$ cat config.mk
export PLATFORM = sky130hd
export DESIGN_NAME = text_loader
export DESIGN_NICKNAME = d
export VERILOG_FILES = /design/src/rtl/text_pkg.sv /design/src/rtl/text_loader_refresh_tick.sv /design/src/rtl/text_loader.sv
export SDC_FILE = /design/constraint.sdc
export NUM_CORES = 1
export LEC_CHECK = 0
export BUFFER_PORTS_ARGS = -buffer_cell sky130_fd_sc_hd__clkbuf_2
export CAP_MARGIN = 40
export CORE_MARGIN = 2
export CORE_UTILIZATION = 35
export DETAILED_ROUTE_END_ITERATION = 10
export HOLD_SLACK_MARGIN = 0.06
export PLACE_DENSITY = 0.53
export SYNTH_ARGS = -nofsm -noshare
export SYNTH_HDL_FRONTEND = slang
export SYNTH_SLANG_ARGS = --single-unit
$ cat constraint.sdc
create_clock -name clk -period 7 [get_ports clk]
set_input_delay 1.4 -clock clk [delete_from_list [all_inputs] [get_ports clk]]
set_output_delay 1.4 -clock clk [all_outputs]
set_load 0.01 [all_outputs]
$ cat src/rtl/text_pkg.sv
// Shared types and constants for the text loader and the effect blocks it feeds.
package text_pkg;

  localparam logic [3:0] CHECK_IDLE = 4'hF;
  localparam logic [2:0] NUM_SLOTS  = 3'd7;
  localparam logic [2:0] LAST_SLOT  = 3'd6;
  localparam int         SLOT_W     = 3;
  localparam int         CHAR_W     = 7;

  typedef logic [SLOT_W-1:0] slot_t;
  typedef logic [CHAR_W-1:0] char_t;

  typedef enum logic {S_IDLE, S_BCAST} state_t;

endpackage

$ cat src/rtl/text_loader_refresh_tick.sv
// Terminal-count counter: one-cycle tick every CYCLES clocks, first tick CYCLES-1 edges after reset.
// Free-running, no enable and no backpressure.
module refresh_tick #(
  parameter int           W      = 28,
  parameter logic [W-1:0] CYCLES = 28'd50000000
) (
  input  logic clk,
  input  logic rst,
  output logic tick
);

  logic [W-1:0] cnt_q, cnt_d;

  always_comb begin
    tick  = (cnt_q == CYCLES - {{(W-1){1'b0}}, 1'b1});
    cnt_d = tick ? '0 : cnt_q + {{(W-1){1'b0}}, 1'b1};
  end

  always_ff @(posedge clk or posedge rst) begin
    if (rst) cnt_q <= '0;
    else     cnt_q <= cnt_d;
  end

endmodule

$ cat src/rtl/text_loader.sv
// Edit buffer -> shown buffer -> slot-by-slot broadcast on (check, text_index); commit to check=0 is 2 edges.
// char_ready drops once 7 characters are held; broadcasts never stall editing.
module text_loader import text_pkg::*; #(
  parameter logic [6:0]  BLANK_INDEX    = 7'd0,
  parameter logic [27:0] REFRESH_CYCLES = 28'd50000000
) (
  input  logic       clk,
  input  logic       rst,
  input  logic       char_valid,
  input  logic [6:0] char_code,
  output logic       char_ready,
  input  logic       clear,
  input  logic       commit,
  output logic [3:0] check,
  output logic [6:0] text_index,
  output logic       busy,
  output logic [2:0] fill_level
);

  state_t state_q, state_d;
  slot_t  slot_q, slot_d;
  logic   pending_q, pending_d;
  char_t  edit_q [NUM_SLOTS];
  char_t  edit_d [NUM_SLOTS];
  char_t  shown_q [NUM_SLOTS];
  char_t  shown_d [NUM_SLOTS];
  char_t  merged [NUM_SLOTS];
  slot_t  fill_q, fill_d;
  logic   char_ready_q, char_ready_d;
  logic   start_bcast, tick, wr;

  refresh_tick #(.W(28), .CYCLES(REFRESH_CYCLES)) u_refresh (
    .clk  (clk),
    .rst  (rst),
    .tick (tick)
  );

  always_ff @(posedge clk or posedge rst) begin
    if (rst) begin
      state_q      <= S_IDLE;
      slot_q       <= '0;
      pending_q    <= 1'b1;
      edit_q       <= '{default: BLANK_INDEX};
      shown_q      <= '{default: BLANK_INDEX};
      fill_q       <= '0;
      char_ready_q <= 1'b1;
    end else begin
      state_q      <= state_d;
      slot_q       <= slot_d;
      pending_q    <= pending_d;
      edit_q       <= edit_d;
      shown_q      <= shown_d;
      fill_q       <= fill_d;
      char_ready_q <= char_ready_d;
    end
  end

  always_comb begin
    state_d     = state_q;
    slot_d      = slot_q;
    start_bcast = 1'b0;
    case (state_q)
      S_IDLE: begin
        if (pending_q) begin
          state_d     = S_BCAST;
          slot_d      = '0;
          start_bcast = 1'b1;
        end
      end
      S_BCAST: begin
        if (slot_q == LAST_SLOT) begin
          state_d = S_IDLE;
          slot_d  = '0;
        end else begin
          slot_d = slot_q + 3'd1;
        end
      end
      default: state_d = S_IDLE;
    endcase
  end

  always_comb begin
    check      = CHECK_IDLE;
    text_index = '0;
    busy       = 1'b0;
    if (state_q == S_BCAST) begin
      check      = {1'b0, slot_q};
      text_index = shown_q[slot_q];
      busy       = 1'b1;
    end
  end

  // The character written alongside a commit is folded in before the snapshot.
  always_comb begin
    wr     = char_valid && char_ready_q && !clear;
    merged = edit_q;
    if (wr) merged[fill_q] = char_code;
    edit_d  = merged;
    fill_d  = fill_q + {2'b00, wr};
    shown_d = shown_q;
    if (clear) begin
      edit_d = '{default: BLANK_INDEX};
      fill_d = '0;
    end else if (commit) begin
      shown_d = merged;
      edit_d  = '{default: BLANK_INDEX};
      fill_d  = '0;
    end
    char_ready_d = (fill_d != NUM_SLOTS);
    pending_d    = (pending_q && !start_bcast) || (commit && !clear) || tick;
  end

  assign char_ready = char_ready_q;
  assign fill_level = fill_q;

endmodule
==> After elaboration in Yosys (flattened, before gate mapping) <==
Cells that the tools add are included.
{ "op_classes": {"magnitude_cmp": 3, "eq_ne": 4, "n_reduce_logical": 10, "div": 0, "shifts": 0, "mux": 22, "bitwise": 4, "addsub": 3, "mul": 0} }
{ "op_table": {"columns": ["operator", "n"], "rows": [
  ["2-to-1 mux 49 bit", 3],
  ["bitwise mux 49 bit", 1],
  ["adder 28 x 1 -> 28 bit, second input constant", 1],
  ["equality test 28 x 26 -> 1 bit, second input constant", 1],
  ["2-to-1 mux 28 bit", 1],
  ["2-to-1 mux 7 bit", 4],
  ["binary-select mux 7 bit (select 3 bit)", 1],
  ["demux 7 bit (select 3 bit)", 1],
  ["2-to-1 mux 3 bit", 4],
  ["greater-or-equal comparator 4 bit, second input constant", 2],
  ["inverter 3 -> 4 bit", 2],
  ["case mux 3 bit (2 select lines)", 1],
  ["logical AND 1 bit", 5],
  ["< comparator 4 x 1 -> 1 bit, second input constant", 1],
  ["2-to-1 mux 1 bit", 4],
  ["2-to-1 mux 4 bit", 1],
  ["adder 3 x 1 -> 3 bit", 1],
  ["adder 3 x 1 -> 3 bit, second input constant", 1],
  ["equality test 3 bit, second input constant", 1],
  ["inequality test 3 bit, second input constant", 1],
  ["zero test 1 bit", 2],
  ["logical OR 1 bit", 2],
  ["inequality test 2 bit, second input constant", 1],
  ["inverter 1 bit", 2],
  ["other kinds (2)", 2]
]} }
{ "totals": {"in_bits": 12, "word_cells": 66, "mem_count": 0, "latch_bits": 0, "mem_bits_ro": 0, "output_inout_bits": 16, "register_bits": 135, "mem_bits_rw": 0} }

==> Logic depth before layout (Yosys ltp) <==
{ "logic_depth": {"depth_word": 9, "ltp_mapped": 6, "depth_no_buf": 6} }

==> Hierarchy <==
From an unflattened synthesis, not the netlist that was laid out.
{ "hier_totals": {"hier_cells": 612, "area_unflattened_um2": 6154.7} }
{ "modules_own_cells": {"columns": ["module", "instances", "area_per_inst_um2", "seq_area_each_um2", "cells_per_inst"], "rows": [
  ["text_loader", 1, 4754.6, 2680.1, 474],
  ["refresh_tick", 1, 1400.1, 700.7, 138]
]} }

==> Worst setup path after synthesis <==
OpenSTA, ideal clock, no wires.
{ "synth_timing": {"path_type": "register to output", "start": "register slot_q[0]", "end": "output text_index[1]", "required_time_ns": 5.600, "t_arrival_ns": 1.545, "setup_slack_ns": 4.055, "n_path_buf": 2, "stages_incl_launch_ff": 5, "path_cell_list": "dfrtp_1 -> buf_1 -> clkbuf_1 -> mux2i_1 -> o221ai_1"} }
{ "synth_between": {"elab_chain_cells": 5} }
{ "synth_lines": {"columns": ["element", "line", "source"], "rows": [
  ["start, declared", "text_loader.sv:21", "slot_t slot_q, slot_d;"],
  ["start signal, assigned", "text_loader.sv:49", "slot_q <= slot_d;"],
  ["inverter 3 -> 4 bit (implied by the code)", "text_loader.sv:88", "text_index = shown_q[slot_q];"],
  ["binary-select mux 7 bit (select 3 bit)", "text_loader.sv:88", null],
  ["2-to-1 mux 7 bit (implied by the code) (2 in series)", "text_loader.sv:88", null],
  ["2-to-1 mux 7 bit", "text_loader.sv:86", "if (state_q == S_BCAST) begin"],
  ["end, declared", "text_loader.sv:15", "output logic [6:0] text_index,"]
]} }
Every way passes these cells. The select of a mux whose other input is x is not followed.

==> Final worst setup path <==
Ends and elaborated chain as after synthesis.

==> flow_summary.json <==
{
  "instances_no_fill": 822,
  "ff2ff_setup_slack_ps": 4830,
  "design_area_um2": 6960,
  "fin_crit_sh_pct": 52.8,
  "use_met1_pct": 22.4,
  "setup_viol": 0,
  "critPathKind": "reg2out",
  "grt_pass1_wl_um": 22400,
  "drive_gt1_share_pct": 12.8,
  "crit_end": "text_index[1]",
  "cap_violations": 0,
  "crit_path_start": "slot_q[0]",
  "clockBufferDepth": 2,
  "synth_async_sr_flop_share_pct": 100,
  "vias_per_cell": 5.12,
  "synth_seq_area_share_pct": 56.6,
  "insertion_delay_ps": 420,
  "die-height_um": 135,
  "synth-main-ff-cell": "dfrtp_1",
  "grtUsageTotal_pct": 16.1,
  "tns_ps": 0,
  "syn_inst": 570,
  "placed_area_um2": 6310,
  "n_fill_cell": 1567,
  "fmaxAchievable_mhz": 271,
  "coreArea_um2": 16600,
  "tritoncts": "built",
  "synth-edff-count": 0,
  "crit_path_start_kind": "register",
  "max_slew_margin_pct": 41.1,
  "synth-seq-cells": 135,
  "die_x_um": 135,
  "initial_core_util_pct": 35.9,
  "r2r_cells": 4,
  "drtPass1Iterations": 4,
  "timing.rr.end": "u_refresh.cnt_q[17]",
  "grt_max_degree": 100,
  "yosys-top-cells-count": "dfrtp_1, nand2_1, nor2_1",
  "finalPower_w": 0.00200,
  "grt_pass1_vias": 4159,
  "cts_setup_buffers": 0,
  "grtUsageMet3_pct": 5.22,
  "nets": 603,
  "synth_top_area_share_pct": 55.7,
  "synth_most_common_cell": "dfrtp_1",
  "drt_drc_violations_left": 0,
  "drtIter0Drc": 281,
  "layout_min_cycle_time_ps": 3700,
  "hp-class": "reg2reg",
  "area_growth_pct": 16.5,
  "cp_max_fo": 21,
  "r2r-start": "u_refresh.cnt_q[11]",
  "yosys_warnings": 0,
  "portBuffers": 27,
  "grt_busiest_layer": "met2",
  "holdBufCountCts": 0,
  "status": "finished clean",
  "max-vdd-ir-drop_mv": 0.206,
  "slew_violations": 0,
  "rsz0062_at_grt": "false",
  "cts-root-buf": "clkbuf_16",
  "row_count": 47,
  "netlist_area_um2": 5970,
  "design.portCount": 28,
  "pwr_density_cell_nw_per_um2": 288,
  "ant_nets": 0,
  "netlist_top_cells_area": "dfrtp_1, mux2i_1, nand2_1, o21ai_0, nor2_1",
  "place_inst": 789,
  "hpwl_um": 8960,
  "crit_required_ps": 5600,
  "wirelength_um": 13500,
  "syn_area_per_cell_um2": 10.5,
  "numCtsBuffers": 17,
  "num_vias": 4206,
  "grtUsageMet2_pct": 23.4,
  "hold_viol": 0,
  "syn-num-nets": 585,
  "cp-end-kind": "output port",
  "worst_slew_pin_slew_ps": 884,
  "dieArea_um2": 18100,
  "cts.repair.resized": 0,
  "antenna_found_initial": 1,
  "p_leak_nw": 3.33,
  "arrival_ps": 2300,
  "finClkSkew_ps": 8.85,
  "place.gp.congestion": 0.798,
  "grt-ovfl-total": 0,
  "htree_num_levels": 4,
  "synth_top_area_cell": "dfrtp_1",
  "ys_types": 41,
  "wl_per_cell_um": 16.5,
  "clock-sinks": 135,
  "clk_pin_slew_worst_paths_ps": 60
}
==> per-layer routing <==
layer	part of all wire (%)	routed length, um
met1	49	6590
met2	45	6040
met3	4.7	633
met4	2.1	281
met5	0	0
==> sequential cells by signal, indices dropped and copies added, names as in the netlist <==
register         count
edit_q              49
shown_q             49
u_refresh.cnt_q     28
fill_level           3
slot_q               3
char_ready           1
pending_q            1
state_q              1
==> where the power goes <==
part           switching, W  internal (W)  total, W
clock              0.000349      0.000619  0.000969
combinational     0.0000990     0.0000787  0.000178
sequential        0.0000535      0.000800  0.000854
==> worst min-delay path by stage <==
stage / start / end / slack [ps] / cells after the start
2_1_floorplan: shown_q[28] / shown_q[28] / 440 / 2
3_5_place_dp: shown_q[7] / shown_q[7] / 470 / 2
6_report: shown_q[7] / shown_q[7] / 480 / 2
4_1_cts: u_refresh.cnt_q[0] / u_refresh.cnt_q[0] / 480 / 1
5_1_grt: shown_q[7] / shown_q[7] / 510 / 2
3_3_place_gp: shown_q[14] / shown_q[14] / 460 / 2
==> final cells by class <==
class / instances / area, um^2 / area share [%]
Clock buffer: 19 / 453 / 6.51
Timing Repair Buffer: 31 / 178 / 2.55
Sequential cell: 135 / 3380 / 48.6
Clock inverter: 13 / 193 / 2.77
Antenna cell: 1 / 2.50 / 0.0360
Inverter: 10 / 42.5 / 0.612
Multi-Input combinational cell: 393 / 2430 / 35.0
Tap cell: 220 / 275 / 3.96
==> stage by stage <==
step	setup slack, ps	hold slack (ps)	utilization [%]
6_report	3300	482	41.8
4_1_cts	3260	481	41.8
5_1_grt	3140	507	41.8
3_3_place_gp	3770	462	37.8
3_5_place_dp	3710	471	37.9
2_1_floorplan	1990	445	-
==> layout by cell type (no fill, tap or decap), drive strengths merged, types with 4 or more instances in the layout <==
cell type / synthesis / routed
a21oi: 11 / 11
and2: 6 / 6
and3: 7 / 7
and4: 4 / 4
buf: 6 / 4
bufinv: 0 / 4
clkbuf: 26 / 46
clkinv: 0 / 4
dfrtp: 133 / 133
inv: 10 / 13
mux2i: 56 / 56
mux4: 7 / 7
nand2: 76 / 76
nand3: 15 / 15
nand4: 12 / 12
nor2: 71 / 71
nor3: 4 / 4
o21ai: 60 / 60
o221ai: 4 / 4
or3: 4 / 4
or4: 4 / 4
xnor2: 13 / 13
==> worst max-delay path, cell delays in order (launching register included) <==
cell and delay [ps]:
dfrtp_1 920, mux4_2 590, inv_1 70, o221ai_1 130
clkbuf_2 160
==> logic make-up after synthesis <==
logic type,Yosys count,synth area share (%)
AOI/OAI and AO/OA,87,8.05
adders and majority gates,3,0.629
buffers and inverters,42,2.81
muxes,63,12.0
and+or+nand+nor,224,17.5
DFF,135,56.6
xor gates and xnor gates,16,2.35
No activity file was read; power rests on OpenSTA's default activity.
